$ cat config.mk
export PLATFORM = sky130hd
export DESIGN_NAME = imm_gen_pipe
export DESIGN_NICKNAME = d
export VERILOG_FILES = /design/src/rtl/imm_gen_pipe.sv
export SDC_FILE = /design/constraint.sdc
export NUM_CORES = 1
export LEC_CHECK = 0
export BUFFER_PORTS_ARGS = -buffer_cell sky130_fd_sc_hd__buf_2
export CAP_MARGIN = 20
export CORE_ASPECT_RATIO = 0.6
export CORE_MARGIN = 3
export CORE_UTILIZATION = 38
export CTS_CLUSTER_DIAMETER = 40
export DETAILED_ROUTE_END_ITERATION = 16
export SETUP_SLACK_MARGIN = 0.15
export SKIP_CTS_REPAIR_TIMING = 1
export SKIP_LAST_GASP = 1
export SLEW_MARGIN = 5
export SYNTH_ARGS = -nofsm -noshare
export SYNTH_HDL_FRONTEND = slang
export SYNTH_SLANG_ARGS = --single-unit
export TNS_END_PERCENT = 1
$ cat constraint.sdc
create_clock -name clk -period 1.8 [get_ports clk]
set_input_delay 0 -clock clk [delete_from_list [all_inputs] [get_ports clk]]
set_output_delay 0 -clock clk [all_outputs]
set_load 0.1 [all_outputs]
$ cat src/rtl/imm_gen_pipe.sv
// imm_gen_pipe: registered immediate generator for the decode stage.
//
// Decodes the immediate format from the instruction opcode and produces an XLEN-wide
// immediate (RV32 or RV64 extension rules, including shamt and OP-IMM-32 forms).
// Results pass through a one-entry valid/ready output register backed by a one-entry
// skid buffer, so the upstream handshake never depends combinationally on out_ready.
//
// Parameters:
//   XLEN       immediate width, 32 or 64
// Ports:
//   clk        rising-edge clock
//   rst_n      asynchronous active-low reset
//   in_valid   inst is valid this cycle
//   in_ready   block can accept an instruction (= !skid_valid)
//   inst       raw 32-bit instruction word
//   out_valid  imm / imm_type / unknown are valid
//   out_ready  downstream accepts the output this cycle
//   imm        extended immediate
//   imm_type   0=I 1=S 2=B 3=U 4=J 5=Z 6=SH 7=NONE
//   unknown    opcode not in the decode map
//
// Build option:
//   IMM_GEN_PIPE_CSR_EN  when defined, SYSTEM instructions with inst[14] set decode
//                        as Z (CSR zimm). When undefined, all SYSTEM encodings give NONE.

module imm_gen_pipe #(
  parameter int unsigned XLEN = 32
) (
  input  logic            clk,
  input  logic            rst_n,
  input  logic            in_valid,
  output logic            in_ready,
  input  logic [31:0]     inst,
  output logic            out_valid,
  input  logic            out_ready,
  output logic [XLEN-1:0] imm,
  output logic [2:0]      imm_type,
  output logic            unknown
);

  typedef enum logic [2:0] {
    TypeI    = 3'd0,
    TypeS    = 3'd1,
    TypeB    = 3'd2,
    TypeU    = 3'd3,
    TypeJ    = 3'd4,
    TypeZ    = 3'd5,
    TypeSh   = 3'd6,
    TypeNone = 3'd7
  } imm_type_e;

  localparam logic [6:0] OpLoad     = 7'b0000011;
  localparam logic [6:0] OpJalr     = 7'b1100111;
  localparam logic [6:0] OpOpImm    = 7'b0010011;
  localparam logic [6:0] OpOpImm32  = 7'b0011011;
  localparam logic [6:0] OpStore    = 7'b0100011;
  localparam logic [6:0] OpBranch   = 7'b1100011;
  localparam logic [6:0] OpLui      = 7'b0110111;
  localparam logic [6:0] OpAuipc    = 7'b0010111;
  localparam logic [6:0] OpJal      = 7'b1101111;
  localparam logic [6:0] OpSystem   = 7'b1110011;

  typedef struct packed {
    logic [XLEN-1:0] imm;
    imm_type_e       itype;
    logic            unknown;
  } payload_t;

  localparam payload_t PayloadReset = '{imm: '0, itype: TypeNone, unknown: 1'b0};

  // ---------------------------------------------------------------------------
  // Combinational decode
  // ---------------------------------------------------------------------------
  logic [6:0] opcode;
  logic [2:0] funct3;
  logic       is_shift;

  assign opcode   = inst[6:0];
  assign funct3   = inst[14:12];
  assign is_shift = (funct3 == 3'b001) || (funct3 == 3'b101);

  // All sign-extending formats take their sign from inst[31].
  logic [XLEN-1:0] imm_i, imm_s, imm_b, imm_u, imm_j;
  logic [XLEN-1:0] shamt5, shamt6;

  assign imm_i  = {{(XLEN-12){inst[31]}}, inst[31:20]};
  assign imm_s  = {{(XLEN-12){inst[31]}}, inst[31:25], inst[11:7]};
  assign imm_b  = {{(XLEN-13){inst[31]}}, inst[31], inst[7], inst[30:25], inst[11:8], 1'b0};
  assign imm_u  = {{(XLEN-32){inst[31]}}, inst[31:12], 12'b0};
  assign imm_j  = {{(XLEN-21){inst[31]}}, inst[31], inst[19:12], inst[20], inst[30:21], 1'b0};
  assign shamt5 = {{(XLEN-5){1'b0}}, inst[24:20]};
  assign shamt6 = {{(XLEN-6){1'b0}}, inst[25:20]};

  payload_t dec;

  always_comb begin
    dec = '{imm: '0, itype: TypeNone, unknown: 1'b0};
    case (opcode)
      OpLoad, OpJalr: begin
        dec.imm   = imm_i;
        dec.itype = TypeI;
      end
      OpOpImm: begin
        if (is_shift) begin
          // RV64 shifts carry a 6-bit shamt; RV32 only 5 bits.
          dec.imm   = (XLEN == 64) ? shamt6 : shamt5;
          dec.itype = TypeSh;
        end else begin
          dec.imm   = imm_i;
          dec.itype = TypeI;
        end
      end
      OpOpImm32: begin
        if (XLEN == 64) begin
          if (is_shift) begin
            // Word shifts always use a 5-bit shamt.
            dec.imm   = shamt5;
            dec.itype = TypeSh;
          end else begin
            dec.imm   = imm_i;
            dec.itype = TypeI;
          end
        end else begin
          dec.unknown = 1'b1;
        end
      end
      OpStore: begin
        dec.imm   = imm_s;
        dec.itype = TypeS;
      end
      OpBranch: begin
        dec.imm   = imm_b;
        dec.itype = TypeB;
      end
      OpLui, OpAuipc: begin
        dec.imm   = imm_u;
        dec.itype = TypeU;
      end
      OpJal: begin
        dec.imm   = imm_j;
        dec.itype = TypeJ;
      end
      OpSystem: begin
`ifdef IMM_GEN_PIPE_CSR_EN
        // inst[14] selects the immediate CSR forms (csrrwi/csrrsi/csrrci).
        if (inst[14]) begin
          dec.imm   = {{(XLEN-5){1'b0}}, inst[19:15]};
          dec.itype = TypeZ;
        end
`endif
        // Remaining SYSTEM encodings are known but carry no immediate.
      end
      default: begin
        dec.unknown = 1'b1;
      end
    endcase
  end

  // ---------------------------------------------------------------------------
  // Output register + skid buffer
  // ---------------------------------------------------------------------------
  logic     out_valid_q, out_valid_d;
  logic     skid_valid_q, skid_valid_d;
  payload_t out_q, out_d;
  payload_t skid_q, skid_d;
  logic     accept;

  // in_ready depends only on local state, never on out_ready.
  assign in_ready = ~skid_valid_q;
  assign accept   = in_valid & in_ready;

  always_comb begin
    out_valid_d  = out_valid_q;
    out_d        = out_q;
    skid_valid_d = skid_valid_q;
    skid_d       = skid_q;
    if (skid_valid_q) begin
      // in_ready is low here, so only the skid-to-output move can happen.
      if (out_ready) begin
        out_d        = skid_q;
        skid_valid_d = 1'b0;
      end
    end else if (accept) begin
      if (!out_valid_q || out_ready) begin
        out_valid_d = 1'b1;
        out_d       = dec;
      end else begin
        skid_valid_d = 1'b1;
        skid_d       = dec;
      end
    end else if (out_ready) begin
      out_valid_d = 1'b0;
    end
  end

  always_ff @(posedge clk or negedge rst_n) begin
    if (!rst_n) begin
      out_valid_q  <= 1'b0;
      out_q        <= PayloadReset;
      skid_valid_q <= 1'b0;
      skid_q       <= PayloadReset;
    end else begin
      out_valid_q  <= out_valid_d;
      out_q        <= out_d;
      skid_valid_q <= skid_valid_d;
      skid_q       <= skid_d;
    end
  end

  assign out_valid = out_valid_q;
  assign imm       = out_q.imm;
  assign imm_type  = out_q.itype;
  assign unknown   = out_q.unknown;

endmodule

==> results.txt <==
----------------------------------------------------
[Synthesis]
  Most instantiated flip-flop cell in the synthesis netlist ... dfrtp_1
  Sequential fraction of the synthesis area ... 50.1%
  Leading area contributor after synthesis ... dfrtp_1
  Number of cells produced by synthesis ... 400
  Leading cell types by count after synthesis ... dfrtp_1 (68), nand2_1 (54), a21oi_1 (35), o21ai_0 (35), nor2_1 (34)
  Syn nets ... 436
  Warning count from the yosys run ... 0
  Synthesis-stage register bit count ... 74
  Fraction of synthesis flops using an asynchronous set or reset pin ... 100%
  Post-Syn Area per Cell ... 9.27 sq um
  Portion of synthesized cell area occupied by the leading cell type ... 45.9%
  Mapped cell area ... 3710 sq um
  Count of flip-flops with a built-in enable after synthesis ... 0
  Largest cells by area after synthesis ... dfrtp_1 (46%), nand2_1 (5.5%), a21oi_1 (4.7%)
  Unique cell type count in the Yosys netlist ... 52
  Top-count cell post-synth ... dfrtp_1

[Critical path]
  Startpoint type of the worst setup path ... flip-flop
  Crit end category ... flip-flop
  Critical path class ... flip-flop to flip-flop
  Required @ worst endpoint ... 2030 ps
  Peak fanout along the critical path ... 27
  Worst endpoint data arrival time ... 1810 ps

[Global routing]
  Number of global-route vias before repair ... 3,254
  Global-route usage over all layers ... 20.7%
  Remaining global-route overflow ... 0
  Largest net degree at the start of global routing ... 64
  Wire length of the first global-routing pass ... 17.6 mm
  Number of antenna violations at the first check in global routing ... 0

[Die]
  Die area ... 11,000 sq um
  Initial Utilization ... 39.8%
  Y dimension of the die ... 82.5 um
  Number of cell rows ... 27
  Die width ... 134 um
  I/O pin cnt ... 74
  Core region area ... 9320 sq um

[Detailed routing]
  Detailed-route wire length ... 11.1 mm
  Number of detailed-route iterations in the first pass ... 5
  Via count ... 3,484
  Final routed DRC violation total ... 0
  Wire per inst ... 17.9 um
  Post-detailed-route count of antenna-violating nets ... 0
  Number of violations reported at the end of detailed-routing iteration 0 ... 335
  Vias per cell ... 5.58

[Clock tree]
  H-tree depth reported by CTS ... 3
  Skew-Pair Late Insertion Delay ... 340 ps
  Clock transition at the registers of the reported paths ... 60 ps
  TritonCTS clock tree ... yes
  TritonCTS Buffers ... 9
  Number of clock sinks ... 74
  Clk buf depth ... 2
  Clock root buffer ... clkbuf_16

[Final layout]
  Diodes inserted ... 0
  Share of post-route cells with drive strength above 1 ... 26.1%
  P&R area growth vs syn ... 29.9%
  Nets ... 525

[Pwr]
  Relative contribution of combinational cells to total power ... 33.9%
  Fraction of power consumed by sequential logic ... 33.3%
  Switching fraction of total power ... 40.2%
  Cell internal power dissipation ... 0.00388 W
  P_leak ... 2.12 nW
  Switching Power ... 0.00260 W
  Clk pwr share ... 32.8%
  Pwr/cell area ... 1350 nW/um^2
  Worst supply voltage drop on vdd ... 0.653 mV

[Placed design]
  Number of port buffers ... 73
  Detail Placement HPWL ... 7.84 mm
  RePlAce Congestion ... 0.797

[Timing]
  Setup repair after global routing missed its margin ... yes
  Slew Limit Fails ... 0
  Final hold slack ... -22.6 ps
  Part of the cycle the worst path needs ... 87.9%
  Timing-limited maximum frequency ... 0.632 GHz
  Final setup fails ... 0
  Clock skew after layout ... 7.59 ps
  Worst slew pin tran ... 806 ps
  Worst slew margin relative to its limit ... 46.2%
  Final hold violation count ... 9
  Final critical path time including I/O delays and setup ... 1580 ps
  Setup tns final ... 0 ps

[Outcome]
  Violations in the final reports ... negative hold slack
  Status ... finished, violations left

[Min path]
  Path class of the lowest-slack min-delay path ... primary input to flip-flop

[Run]
  Max-cap violations ... 0

----------------------------------------------------
## through the flow
stage	instance area (sq um)	cells	total power [W]	worst slack, ps	util (%)
2_1_floorplan	3720	400	0.00384	114	-
3_3_place_gp	4300	593	0.00432	71.3	46.2
3_5_place_dp	4300	593	0.00434	45.4	46.2
4_1_cts	4660	609	0.00648	135	50.0
5_1_grt	4820	624	0.00674	122	51.7
6_report	4820	624	0.00648	218	51.7
## kinds of logic (layout without fill, tap and decap cells)
logic type | after synthesis | after routing | synth area share [%]
compound gates | 144 | 144 | 24.9
xor+xnor | 1 | 1 | 0.236
buf+inv | 32 | 126 | 3.74
flops | 74 | 74 | 50.1
mux | 9 | 9 | 2.43
simple gates | 140 | 140 | 18.6
## routing by layer
layer | vias to the layer above | wire length (um) | GRT usage (%)
met5 | - | 0 | 0
met4 | 0 | 95 | 4.93
met3 | 11 | 867 | 5.63
met2 | 137 | 4540 | 29.4
met1 | 1681 | 5640 | 31.2
li1 | 1655 | - | -
## path summary, 6_finish.rpt
| kind | depth (start not counted) | start | slack, ps | endpoint |
|---|---|---|---|---|
| setup / recovery | 5 | skid_valid_q | 220 | skid_q[21] |
| hold / removal | 3 | inst[14] | -20 | imm[14] |
| min in group asynchronous | 2 | rst_n | 300 | imm[17] |
| hold reg to reg | 2 | skid_q[0] | 480 | skid_q[0] |
| setup reg to reg | 5 | skid_valid_q | 220 | skid_q[21] |
| max in group asynchronous | 3 | rst_n | 850 | imm[5] |
## power groups by stage
stage | Sequential (W) | Combinational, W | Clock [W]
4_1_cts | 0.00215 | 0.00217 | 0.00216
3_3_place_gp | 0.00217 | 0.00214 | 0
2_1_floorplan | 0.00329 | 0.000556 | 0
3_5_place_dp | 0.00218 | 0.00216 | 0
5_1_grt | 0.00220 | 0.00232 | 0.00222
6_report | 0.00216 | 0.00220 | 0.00213
## area by class of cell
class | count | area, sq um
Fill cell | 891 | 4510
Sequential cell | 74 | 1860
Multi-Input combinational cell | 294 | 1730
Timing Repair Buffer | 108 | 696
Clock buffer | 12 | 256
Tap cell | 130 | 163
Clock inverter | 4 | 97.6
Inverter | 2 | 7.51
## cells in the final DEF, fill, tap and decap left out, types with 10 or more instances in the layout
cell and instances:
or3_1 10, a31oi_1 22, buf_2 71, buf_4 20, nor2_1 34, nand2_1 54, and3_1 13, dlygate4sd3_1 15
o211ai_1 13, dfrtp_1 66, a21oi_1 35, o21ai_0 35
## sequential cells by signal, indices dropped and copies added, names as in the netlist
| name | flops |
|---|---|
| skid_q | 36 |
| imm | 32 |
| imm_type | 3 |
| out_valid | 1 |
| skid_valid_q | 1 |
| unknown | 1 |
## worst max-delay path, cell delays in order, from the launching register on
cell and delay, ps:
dfrtp_2 490, inv_1 110, buf_4 180, nand3_1 110, buf_4 230, o311ai_0 340
(Power assumes the default switching activity.)
